File: config.mk
export PLATFORM = sky130hd
export DESIGN_NAME = truth_table_sweeper
export DESIGN_NICKNAME = d
export VERILOG_FILES = /design/src/rtl/truth_table_sweeper.sv
export SDC_FILE = /design/constraint.sdc
export NUM_CORES = 1
export LEC_CHECK = 0
export BUFFER_PORTS_ARGS = -buffer_cell sky130_fd_sc_hd__buf_2
export CORE_MARGIN = 10
export CORE_UTILIZATION = 52
export CTS_BUF_LIST = sky130_fd_sc_hd__clkbuf_4
export CTS_CLUSTER_SIZE = 30
export DETAILED_ROUTE_END_ITERATION = 16
export PLACE_DENSITY = 0.77
export RECOVER_POWER = 25
export REMOVE_ABC_BUFFERS = 1
export SKIP_CTS_REPAIR_TIMING = 1
export SLEW_MARGIN = 5
export SYNTH_ARGS = -nofsm -noshare
export SYNTH_HDL_FRONTEND = slang
export SYNTH_SLANG_ARGS = --single-unit
File: constraint.sdc
create_clock -name i_clk -period 1.95 [get_ports i_clk]
set_input_delay 0.195 -clock i_clk [delete_from_list [all_inputs] [get_ports i_clk]]
set_output_delay 0.195 -clock i_clk [all_outputs]
set_load 0.05 [all_outputs]
File: src/rtl/truth_table_sweeper.sv
// truth_table_sweeper: steps {A,B,C} through every code, samples dut_out after a settle window and checks it against EXP_TABLE.
// Optional STOP_ON_FAIL_EN ends the sweep at the first mismatching code.
module truth_table_sweeper #(
  parameter int N_IN = 3,
  parameter logic [2**N_IN-1:0] EXP_TABLE = 8'b10010110,
  parameter int SETTLE_CYC = 2
) (
  input  logic                 i_clk,
  input  logic                 i_reset,
  input  logic                 i_start,
  input  logic                 i_dut_out,
  output logic [N_IN-1:0]      o_sel_abc,
  output logic                 o_busy,
  output logic                 o_done,
  output logic                 o_pass,
  output logic [N_IN:0]        o_err_count,
  output logic [N_IN-1:0]      o_fail_idx,
  output logic [2**N_IN-1:0]   o_captured
);
  localparam logic [N_IN-1:0] LAST = N_IN'(2**N_IN - 1);
  typedef enum logic [1:0] {IDLE, SETTLE, SAMPLE, DONE} state_t;
  state_t r_state, w_next;
  logic [7:0] r_cnt;
  logic [N_IN-1:0] r_sel, r_fail;
  logic [N_IN:0] r_err;
  logic [2**N_IN-1:0] r_cap;
  logic w_mis, w_last;
  assign w_mis = i_dut_out != EXP_TABLE[r_sel];
`ifdef STOP_ON_FAIL_EN
  assign w_last = (r_sel == LAST) | w_mis;
`else
  assign w_last = r_sel == LAST;
`endif
  always_comb begin
    w_next = r_state;
    case (r_state)
      IDLE, DONE: w_next = i_start ? SETTLE : r_state;
      SETTLE:     w_next = (r_cnt == 8'(SETTLE_CYC - 1)) ? SAMPLE : SETTLE;
      SAMPLE:     w_next = w_last ? DONE : SETTLE;
      default:    w_next = IDLE;
    endcase
  end
  always_ff @(posedge i_clk) begin
    if (i_reset) begin
      r_state <= IDLE;
      r_cnt   <= '0;
      r_sel   <= '0;
      r_fail  <= '0;
      r_err   <= '0;
      r_cap   <= '0;
    end else begin
      r_state <= w_next;
      case (r_state)
        IDLE, DONE: if (i_start) begin
          r_cnt  <= '0;
          r_sel  <= '0;
          r_fail <= '0;
          r_err  <= '0;
          r_cap  <= '0;
        end
        SETTLE: r_cnt <= r_cnt + 8'd1;
        SAMPLE: begin
          r_cap[r_sel] <= i_dut_out;
          if (w_mis) begin
            r_err <= r_err + 1'b1;
            if (r_err == '0) r_fail <= r_sel;
          end
          if (!w_last) begin
            r_sel <= r_sel + 1'b1;
            r_cnt <= '0;
          end
        end
        default: ;
      endcase
    end
  end
  assign o_sel_abc   = r_sel;
  assign o_busy      = (r_state == SETTLE) | (r_state == SAMPLE);
  assign o_done      = r_state == DONE;
  assign o_pass      = o_done & (r_err == '0);
  assign o_err_count = r_err;
  assign o_fail_idx  = r_fail;
  assign o_captured  = r_cap;
endmodule

After elaboration in Yosys (flattened, before gate mapping)

Memories as Yosys holds them, arrays and structs flattened. A register that Yosys moved wholly into a read port is not among the register bits.
Index checks and enable logic that the tools add are counted.

Reductions and logical operators: 10
Bitwise logic cells: 2
Equal/unequal tests: 10
Add/sub/neg operators: 3
Magnitude comparators: 2
Mux-type cells: 23

Operators with widths:

| operator              | count |
|---|---|
| $pmux W8 S3           | 1 |
| $mux W3               | 6 |
| $mux W8               | 2 |
| $pmux W8 S2           | 1 |
| $pmux W3 S2           | 2 |
| $add A8 B1 Y8 const B | 1 |
| $bwmux W8             | 1 |
| $eq A8 B1 Y1 const B  | 1 |
| $mux W4               | 2 |
| $ne A2 B2 Y1 const B  | 4 |
| $pmux W4 S2           | 1 |
| $mux W2               | 3 |
| $pmux W2 S3           | 1 |
| $reduce_and A3 Y1     | 2 |
| $add A4 B1 Y4 const B | 1 |
| $eq A2 B2 Y1 const B  | 2 |
| $logic_not A4 Y1      | 1 |
| $lt A3 B4 Y1 const B  | 1 |
| $reduce_and A2 Y1     | 2 |
| $reduce_and A4 Y1     | 1 |
| $add A3 B1 Y3 const B | 1 |
| $demux W1 S3          | 1 |
| $eq A3 B3 Y1 const B  | 1 |
| $ge A3 B1 Y1 const B  | 1 |
| 9 further kinds       | 10 |

Memories: 1
Register bits: 28
Input port bits: 4
Logic and storage cells: 57
ROM bits: 8

Memories:

| memory          | depth | width | read ports | clocked after Yosys merged registers in | write ports | line | source |
|---|---|---|---|---|---|---|---|
| (no name shown) | 8     | 1     | 1          | 1                                       | 0           | 28   | `assign w_mis = i_dut_out != EXP_TABLE[r_sel];` |

Longest topological paths before layout

Gate-level depths: netlist (run 1).

Depth in word-level cells: 6
Depth in mapped cells: 9
Mapped depth without buffers: 7

Worst setup path after synthesis (run 1)

Ideal clock, no wire load.

Kind: register -> output
Start point: register r_state[1]
End point: output port o_pass
Stages on the path, launching flop included: 3
Arrival time: 2.502 ns
Slack: -0.747 ns
Data required time: 1.755 ns
Path through: dfxtp_1 > ha_1 > nor4b_1

Cells in the longest elaborated chain, start to end: 2

RTL lines:

| what                   | line | source |
|---|---|---|
| start, declared        | 22   | `state_t r_state, w_next;` |
| start signal, assigned | 52   | `r_state <= w_next;` |
| $eq A2 B2 Y1           | 79   | `assign o_done = r_state == DONE;` |
| via o_done             | 14   | `output logic o_done,` |
| $and A1 B1 Y1          | 80   | `assign o_pass = o_done & (r_err == '0);` |
| end, declared          | 15   | `output logic o_pass,` |

The timed path passes the listed nets, and every way through them passes these cells.

==> results by group, run 1 <==
Synthesis
  – Parity-gate share of the synthesized area counting xor and xnor cells: 0.0785
  – Adder and majority cell fraction of the synthesized area: 0.0744
  – Count of flip-flops with a built-in enable after synthesis: 0
  – Compound-gate portion of the synthesized area: 0.174
  – Top-area cell type share of the netlist area: 0.383
  – Area fraction in and, or, nand and nor cells after synthesis: 0.209
  – Primary FF master, synth: dfxtp_1
  – Number of flip-flops and latches in the synthesized netlist: 29
  – Share of synthesized area occupied by flip-flops and latches: 0.383
  – Multiplexer area fraction after synthesis: 0.0264
  – Post-synthesis instance area: 1510 sq um
  – Synthesis Warnings: 0
  – Top cell types by occurrence after synthesis: dfxtp_1 (29), nor2_1 (29), a21oi_1 (16)
  – Fraction of registers with async set or reset after synthesis: 0
  – Number of distinct library cells after synthesis: 41
  – Syn Area/Cell: 8.41 sq um
  – Main area contributors after synthesis: dfxtp_1 (38%), ha_1 (7.4%), nor2_1 (7.2%), a21oi_1 (5.3%), nand2_1 (3.7%)
  – Synthesized instance count: 180
  – Largest family of logic cells by synthesized area: simple AND/OR/NAND/NOR gates
  – Cell type with the highest aggregate area in the netlist: dfxtp_1

Floorplan
  – Die Footprint: ~5500 sq um
  – Die extent in y: between 70 and 80 um
  – Core outline area: about 2800 sq um
  – Starting utilization of the core area: 0.544
  – Count of standard-cell rows: 19
  – Number of top-level pins: 25
  – Floorplan die width: about 74 um

Clock tree
  – TritonCTS clock tree: yes
  – Max Root-Sink Buffers: 2
  – Clock input transition at the sequential cells of the worst setup and hold paths: 0.10 ns
  – Clock tree root buffer cell: clkbuf_4
  – Insertion delay to the later sink of the worst-skew pair: 0.33 ns
  – TritonCTS Buffers: 5
  – Clock sink count: 29
  – Total number of H-tree levels: 2

STA
  – Slew @ Worst Pin: 0.610 ns
  – Period Utilization, post-route: 0.929
  – Final setup violation count: 0
  – Number of hold-slack violations in the final timing report: 0
  – Max_slew headroom: 0.595
  – Maximum frequency from static timing analysis: 552 MHz
  – Worst clock skew on the final layout: 0.00980 ns
  – Max-slew violation count: 0
  – Min cycle time layout: 1.81 ns
  – RSZ-0062 raised after global routing: false

Setup path
  – Startpoint type of the worst setup path: register
  – Longest individual stage delay on the worst path: 0.41 ns
  – Peak fanout along the critical path: 2
  – Crit path capture type: register
  – Critical setup path kind: register to register
  – Req. time, crit path: 2.23 ns
  – Data arrival, critical path: 2.09 ns
  – CP Cell Sequence: ha_1 > ha_4 > nor2b_2 > mux2i_1 > o221ai_2 > xnor3_1 > nor2_1
  – Critical-path cell with the highest stage delay: xnor3_1

Route
  – Routed wire length per instance: 13.9 um
  – 1st-iter DRT viols: 66
  – Total detailed-routing wirelength: 3470 um
  – Total via count after detailed routing: 1375
  – Ratio of routed vias to standard cells: around 5.5
  – Number of iterations in the first detailed-routing pass: 4
  – Residual DRC count: 0
  – Post-DRT Antenna Nets: 0

Final layout
  – Fillcell total: 245
  – Fraction of layout instances using a drive strength above 1: 0.196
  – Post-layout net count: 231
  – Post-route design area: 1800 sq um
  – Utilization after layout: 0.649
  – Synth-to-layout area growth: 19.2%
  – Number of diodes: 0

Power and ir drop
  – Leakage power: 0.000756 uW
  – Maximum ir drop on the vdd rail: approximately 0.55 mV
  – Ratio of total power to cell area: 656 nW/um^2

Global routing
  – Wire length of the first global-routing pass: 5990 um
  – Via count of the first global-routing pass: 1342
  – GRT Residual Overflow: 0
  – Overall Global Routing Usage: 0.136
  – Number of antenna violations at the first check in global routing: 0
  – Largest net degree at the start of global routing: 18

Place
  – Post-DP Area: 1730 sq um
  – Final HPWL from detailed placement: 2620 um
  – Final GP Congestion: 0.772
  – IO buf count: 24

Flow run
  – Max-cap violations: 0

Worst hold path
  – Hold crit path type: input port to register

Outcome
  – Status: completed
## kinds of logic (layout without fill, tap and decap cells)
| group | count (synthesis) | after routing |
|---|---|---|
| AND/OR/NAND/NOR | 67 | 67 |
| AO/OA/AOI/OAI | 40 | 40 |
| flip-flops | 29 | 29 |
| buffers and inverters | 19 | 58 |
| XOR/XNOR | 12 | 12 |
| adder cells (fa/ha/maj) | 9 | 9 |
| multiplexers | 4 | 4 |
## worst max-delay path: cells and delay by family (launching register included)
kind / cells / cell delay, ns
compound gates: 1 / 0.20
simple gates: 2 / 0.24
flops: 1 / 0.32
xor+xnor: 1 / 0.41
fa+ha+maj: 2 / 0.50
mux: 1 / 0.10
## metrics by stage
| step | hold slack [ns] | worst slack, ns | setup TNS [ns] | std cells | total power (uW) |
|---|---|---|---|---|---|
| after floorplan | 0.264 | -0.747 | -1.22 | 173 | 776 |
| after global placement | 0.458 | 0.0808 | 0 | 241 | 842 |
| after detailed placement | 0.469 | 0.0200 | 0 | 241 | 850 |
| after CTS | 0.210 | 0.00566 | 0 | 249 | 1180 |
| after global routing | 0.220 | 0.0286 | 0 | 250 | 1250 |
| final | 0.221 | 0.139 | 0 | 250 | 1180 |
## routing by layer
metal	track usage	up-vias	part of all wire
met1	0.165	640	0.46
li1	-	690	-
met2	0.207	37	0.45
met3	0.0532	8	0.075
met4	0.0642	0	0.018
met5	0	-	0
## cells in the final DEF, fill, tap and decap left out, drive strengths merged
master  Yosys  final
a211oi      3      3
a21boi      1      1
a21oi      17     17
a221oi      1      1
a22oi       1      1
a31oi       1      1
a32oi       1      1
and2        1      1
and2b       1      1
and3        2      2
and4b       1      1
buf         5     26
clkbuf      2     17
clkinv      1      4
dfxtp      29     29
ha          9      9
inv        11     11
mux2i       4      4
nand2      15     15
nand2b      1      1
nand3       5      5
nand3b      1      1
nand4       3      3
nor2       29     29
nor2b       1      1
nor3        3      3
nor3b       1      1
nor4b       2      2
o21ai      11     11
o221ai      1      1
o31ai       2      2
o41ai       1      1
or2         1      1
xnor2       5      5
xnor3       1      1
xor2        6      6
## power breakdown
| part | switching [uW] | internal (uW) | total, uW |
|---|---|---|---|
| sequential | 15.0 | 606 | 621 |
| combinational | 140 | 84.8 | 225 |
| clock | 207 | 130 | 337 |
| total | 363 | 821 | 1180 |
## state kept, by name, indices dropped and copies added (netlist names), named ones only
register     count
r_cnt            8
o_sel_abc        3
r_state          2
o_fail_idx       3
o_captured       8
o_err_count      4
## path summary, 6_finish.rpt
check	from	endpoint	slack [ns]	cells after the start
max reg2reg	o_sel_abc[0]	register	0.14	7
min	i_reset	register	0.22	2
max	o_sel_abc[0]	register	0.14	7
min reg2reg	o_captured[0]	o_captured[0]	0.49	2
## layout make-up
type                            instances  area (sq um)  share of cell area
Sequential cell                        29           582               0.322
Clock inverter                          3          12.5             0.00693
Inverter                               12          45.0              0.0250
Tap cell                               31          38.8              0.0215
Multi-Input combinational cell        132           878               0.487
Clock buffer                            5          37.5              0.0208
Timing Repair Buffer                   38           210               0.117
(Power assumes the default switching activity.)
==> inputs of run 2 (changes only) <==
--- a/config.mk
+++ b/config.mk
@@ -5,7 +5,7 @@
 export SDC_FILE = /design/constraint.sdc
 export NUM_CORES = 1
 export LEC_CHECK = 0
-export BUFFER_PORTS_ARGS = -buffer_cell sky130_fd_sc_hd__buf_2
+export BUFFER_PORTS_ARGS = -buffer_cell sky130_fd_sc_hd__buf_4
 export CORE_MARGIN = 10
 export CORE_UTILIZATION = 52
 export CTS_BUF_LIST = sky130_fd_sc_hd__clkbuf_4
==> results by group, run 2 (synthesis results as in run 1) <==
Setup path
  – R2R cell count: 8 (+1)
  – Critical setup path kind: register to register
  – CP Cell Sequence: inv_1 > ha_2 > buf_4 > nand2b_1 > nand2_1 > a221oi_2 > xnor3_1 > nor2_1
  – Data arrival, critical path: 2.15 ns (+0.06 ns)
  – Longest individual stage delay on the worst path: 0.36 ns (-0.05 ns)
  – R2R setup slack: 0.07 ns (-0.06 ns)
  – Buffers & Inverters on Critical Path: 2 (+2)
  – Reg-to-reg critical path startpoint: r_state[0]
  – Req. time, crit path: 2.23 ns (about the same)
  – Crit path capture type: register
  – Logic depth of the worst path, buffers included: 8 (+1)
  – Peak fanout along the critical path: 6 (+4)
  – Top Family by Delay on Critical Path: flip-flops
  – Startpoint type of the worst setup path: register
  – Critical-path cell with the highest stage delay: dfxtp_1

STA
  – Number of hold-slack violations in the final timing report: 0 (unchanged)
  – Maximum frequency from static timing analysis: 533 MHz (-3.4%)
  – Max_slew headroom: 0.592 (-0.00327)
  – Max-slew violation count: 0 (unchanged)
  – Worst clock skew on the final layout: 0.00861 ns (-0.00119 ns)
  – Setup TNS Final: 0 ns (unchanged)
  – Min cycle time layout: 1.88 ns (+0.0645 ns)
  – Slew @ Worst Pin: 0.615 ns (+0.00493 ns)
  – Final setup violation count: 0 (unchanged)
  – Period Utilization, post-route: 0.962 (+0.0331)
  – RSZ-0062 raised after global routing: true
  – WHS: 0.160 ns (-0.0607 ns)

Final layout
  – Number of diodes: 0 (unchanged)
  – Post-route design area: 1810 sq um (+0.28%)
  – Utilization after layout: 0.650 (+0.00180)
  – Post-layout net count: 231 (unchanged)
  – Synth-to-layout area growth: 19.5%
  – Fraction of layout instances using a drive strength above 1: 0.183 (-0.0129)
  – Most frequent cells in the layout: nor2_1 (29), dfxtp_1 (29), buf_4 (26), a21oi_1 (16), nand2_1 (15)

Global routing
  – Via count of the first global-routing pass: 1389 (+3.5%)
  – GRT Residual Overflow: 0 (unchanged)
  – Largest net degree at the start of global routing: 18 (unchanged)
  – Overall Global Routing Usage: 0.142 (+0.00539)
  – Wire length of the first global-routing pass: 6210 um (+3.7%)
  – Number of antenna violations at the first check in global routing: 0 (unchanged)

Place
  – Final GP Congestion: 0.866 (+12%)
  – Final HPWL from detailed placement: 2680 um (+2.1%)
  – IO buf count: 24 (unchanged)
  – Post-DP Area: 1790 sq um (+3.5%)

Clock tree
  – Clock input transition at the sequential cells of the worst setup and hold paths: 0.09 ns (about the same)
  – Clock tree root buffer cell: clkbuf_4
  – Clock sink count: 29 (unchanged)
  – TritonCTS Buffers: 5 (unchanged)
  – Total number of H-tree levels: 2 (unchanged)
  – Max Root-Sink Buffers: 2 (unchanged)
  – Insertion delay to the later sink of the worst-skew pair: 0.33 ns (about the same)
  – TritonCTS clock tree: yes

Floorplan
  – Floorplan die width: 74.0 um (unchanged)
  – Die extent in y: 74.0 um (unchanged)
  – Core outline area: 2780 sq um (unchanged)
  – Die Footprint: 5470 sq um (unchanged)
  – Starting utilization of the core area: 0.544 (unchanged)
  – Number of top-level pins: 25 (unchanged)
  – Count of standard-cell rows: 19 (unchanged)

Route
  – Post-DRT Antenna Nets: 0 (unchanged)
  – Number of iterations in the first detailed-routing pass: 7 (+3)
  – Ratio of routed vias to standard cells: 5.54 (+0.69%)
  – Routed wire length per instance: 14.6 um (+5.2%)
  – Residual DRC count: 0 (unchanged)
  – Total via count after detailed routing: 1379 (+0.29%)
  – Total detailed-routing wirelength: 3640 um (+4.8%)
  – 1st-iter DRT viols: 82 (+24%)

Flow run
  – Max-cap violations: 0 (unchanged)

Worst hold path
  – Cell depth of the worst hold path: 2 (unchanged)
  – Startpoint of the lowest-slack hold path: i_reset
  – Hold crit path type: input port to register
  – End of the worst hold path: o_captured[2]

Power and ir drop
  – Maximum ir drop on the vdd rail: 0.523 mV (-4.1%)
  – Leakage power: 0.000758 uW (+0.31%)
  – Ratio of total power to cell area: 659 nW/um^2 (+0.43%)
  – Post-layout power: 1190 uW (+0.71%)

Outcome
  – Status: completed
## run 2: worst reg2reg max path, cell delays in order (launching register included)
cell      delay, ns
dfxtp_1        0.36
inv_1          0.07
ha_2           0.28
buf_4          0.16
nand2b_1       0.08
nand2_1        0.09
a221oi_2       0.34
xnor3_1        0.36
nor2_1         0.08
## run 2: area by class of cell
type / count / area, sq um
Sequential cell: 29 / 581
Clock inverter: 1 / 3.75
Inverter: 12 / 45.0
Clock buffer: 6 / 45.0
Tap cell: 31 / 38.8
Fill cell: 251 / 972
Multi-Input combinational cell: 132 / 856
Timing Repair Buffer: 38 / 240
## run 2: routing by layer
layer	track usage	routed length, um	vias to the layer above
li1	-	-	693
met1	0.163	1600	638
met2	0.223	1710	39
met3	0.0612	267	9
met4	0.0663	66	0
met5	0	0	-
## run 2: worst max-delay path by stage
stage | from | endpoint | slack, ns
2_1_floorplan | r_state[1] | o_pass | -0.75
3_3_place_gp | r_state[0] | register | 0.14
3_5_place_dp | r_state[0] | register | 0.03
4_1_cts | r_state[0] | register | 0.02
5_1_grt | r_state[0] | register | -0.04
6_report | r_state[0] | register | 0.07
## run 2: power by group
| part | switching (uW) | internal (uW) |
|---|---|---|
| registers | 15.6 | 605 |
| clock network | 196 | 144 |
| logic | 143 | 87.9 |
| total | 354 | 838 |
## run 2: metrics by stage
step	setup WS, ns	cells
detailed placement	0.0305	241
CTS	0.0242	248
floorplan	-0.747	173
finish	0.0742	249
global placement	0.137	241
global route	-0.0404	249
==> inputs of run 3 (changes only) <==
--- a/config.mk
+++ b/config.mk
@@ -11,7 +11,8 @@
 export CTS_BUF_LIST = sky130_fd_sc_hd__clkbuf_4
 export CTS_CLUSTER_SIZE = 30
 export DETAILED_ROUTE_END_ITERATION = 16
-export PLACE_DENSITY = 0.77
+export GPL_TIMING_DRIVEN = 0
+export PLACE_DENSITY = 0.82
 export RECOVER_POWER = 25
 export REMOVE_ABC_BUFFERS = 1
 export SKIP_CTS_REPAIR_TIMING = 1
==> results by group, run 3 (synthesis results as in run 1) <==
Final layout
  – Final non-filler cell total: 243 (-2.4%)
  – Most frequent cells in the layout: nor2_1 (29), dfxtp_1 (25), buf_4 (20), a21oi_1 (16), nand2_1 (15)
  – Synth-to-layout area growth: 19.7%
  – Fraction of layout instances using a drive strength above 1: 0.198 (+0.0146)
  – Post-layout net count: 224 (-3.0%)
  – Number of diodes: 0 (unchanged)
  – Commonest non-fill, non-tap cell in the layout: nor2_1

Worst hold path
  – Hold crit path type: input port to register

Floorplan
  – Floorplan die width: 74.0 um (unchanged)
  – Die Footprint: 5470 sq um (unchanged)
  – Die extent in y: 74.0 um (unchanged)
  – Starting utilization of the core area: 0.544 (unchanged)
  – Core outline area: 2780 sq um (unchanged)
  – Count of standard-cell rows: 19 (unchanged)
  – Number of top-level pins: 25 (unchanged)

STA
  – RSZ-0062 raised after global routing: true
  – WHS: 0.132 ns (-0.0280 ns)
  – Slew @ Worst Pin: 0.618 ns (+0.00372 ns)
  – Worst clock skew on the final layout: 0.00986 ns (+0.00125 ns)
  – Min cycle time layout: 1.94 ns (+0.0674 ns)
  – Number of hold-slack violations in the final timing report: 0 (unchanged)
  – Worst-case setup margin in the final layout: 0.00679 ns (-0.0674 ns)
  – Maximum frequency from static timing analysis: 515 MHz (-3.5%)
  – Period Utilization, post-route: 0.997 (+0.0346)
  – Max_slew headroom: 0.589 (-0.00247)
  – Final setup violation count: 0 (unchanged)
  – Setup TNS Final: 0 ns (unchanged)
  – Max-slew violation count: 0 (unchanged)

Route
  – Total detailed-routing wirelength: 3910 um (+7.4%)
  – Number of iterations in the first detailed-routing pass: 4 (-3)
  – Routed wire length per instance: 16.1 um (+10%)
  – Total via count after detailed routing: 1358 (-1.5%)
  – 1st-iter DRT viols: 110 (+34%)
  – Post-DRT Antenna Nets: 0 (unchanged)
  – Residual DRC count: 0 (unchanged)
  – Ratio of routed vias to standard cells: 5.59 (+0.91%)

Place
  – Final GP Congestion: 0.818 (-5.6%)
  – IO buf count: 24 (unchanged)
  – Cells after DPL: 228 (-5.4%)
  – Final HPWL from detailed placement: 2580 um (-3.6%)
  – Worst setup slack before clock tree synthesis: -0.237 ns (-0.268 ns)

Power and ir drop
  – Logic pwr share: 0.196 (+0.002)
  – Leakage power: 0.000733 uW (-3.3%)
  – Internal power: 844 uW (+0.74%)
  – Ratio of total power to cell area: 679 nW/um^2 (+3.0%)
  – Share of total power in sequential cells: 0.504 (-0.017)
  – Power dissipated by switching net loads: 385 uW (+8.7%)
  – Share of total power in the clock network: 0.301 (+0.015)
  – Switching portion of total power: 0.314 (+0.0162)
  – Post-layout power: 1230 uW (+3.1%)
  – Maximum ir drop on the vdd rail: 0.577 mV (+10%)

Setup path
  – Crit path capture type: register
  – Critical setup path kind: register to register
  – Req. time, crit path: 2.20 ns (-0.03 ns)
  – Data arrival, critical path: 2.19 ns (+0.04 ns)
  – Startpoint type of the worst setup path: register
  – Peak fanout along the critical path: 9 (+3)

Global routing
  – Overall Global Routing Usage: 0.136 (-0.00575)
  – Via count of the first global-routing pass: 1331 (-4.2%)
  – GRT Residual Overflow: 0 (unchanged)
  – Largest net degree at the start of global routing: 18 (unchanged)
  – Number of antenna violations at the first check in global routing: 0 (unchanged)
  – Wire length of the first global-routing pass: 6000 um (-3.3%)

Clock tree
  – Total number of H-tree levels: 2 (unchanged)
  – Insertion delay to the later sink of the worst-skew pair: 0.35 ns (+0.02 ns)
  – TritonCTS clock tree: yes
  – Clock tree root buffer cell: clkbuf_4
  – Clock input transition at the sequential cells of the worst setup and hold paths: 0.10 ns (about the same)
  – TritonCTS Buffers: 5 (unchanged)
  – Max Root-Sink Buffers: 2 (unchanged)
  – Clock sink count: 29 (unchanged)

Outcome
  – Status: completed

Flow run
  – Max-cap violations: 0 (unchanged)
-- run 3: changes by cell type in the layout (fill, tap and decap cells not counted), moves of 2 or more --
cell | before | now
buf_4 | 26 | 20
dfxtp_1 | 29 | 25
clkinv_2 | 0 | 2
dfxtp_2 | 0 | 2
dfxtp_4 | 0 | 2
ha_4 | 0 | 2
-- run 3: path summary, 6_finish.rpt --
kind              slack (ns)             to     startpoint  cells after the start
setup / recovery       0.007       register   o_sel_abc[1]                      7
hold / removal          0.13  o_captured[1]        i_reset                      2
setup reg to reg       0.007       register   o_sel_abc[1]                      7
hold reg to reg         0.48  o_captured[2]  o_captured[2]                      2
-- run 3: power groups by stage --
stage / Sequential [uW] / Clock [uW] / Combinational (uW)
2_1_floorplan: 647 / 0 / 128
3_3_place_gp: 633 / 0 / 188
3_5_place_dp: 635 / 0 / 196
4_1_cts: 621 / 371 / 198
5_1_grt: 623 / 403 / 258
6_report: 619 / 370 / 240
-- run 3: routing by layer --
layer | track usage | part of all wire | up-vias
li1 | - | - | 678
met1 | 0.155 | 0.42 | 638
met2 | 0.214 | 0.51 | 35
met4 | 0.0766 | 0.015 | 0
met3 | 0.0519 | 0.062 | 7
met5 | 0 | 0 | -
-- run 3: cell type report --
class	instances	area (sq um)
tap	31	38.8
clock inverter	2	10.0
sequential	29	591
multi-input combinational	132	891
inverter	12	45.0
timing repair buffer	31	191
clock buffer	6	45.0
fill	225	970
-- run 3: stage by stage --
| step | util | area [sq um] |
|---|---|---|
| finish | 0.651 | 1810 |
| global route | 0.651 | 1810 |
| CTS | 0.629 | 1750 |
| detailed placement | 0.610 | 1700 |
| global placement | 0.610 | 1700 |
| floorplan | - | 1480 |
-- run 3: worst max-delay path, stage by stage, from the launching register on --
cell     delay (ns)
dfxtp_4        0.39
ha_1           0.22
ha_4           0.20
or2_2          0.27
o21ai_1        0.16
a22oi_1        0.13
xnor3_1        0.45
nor2_1         0.05
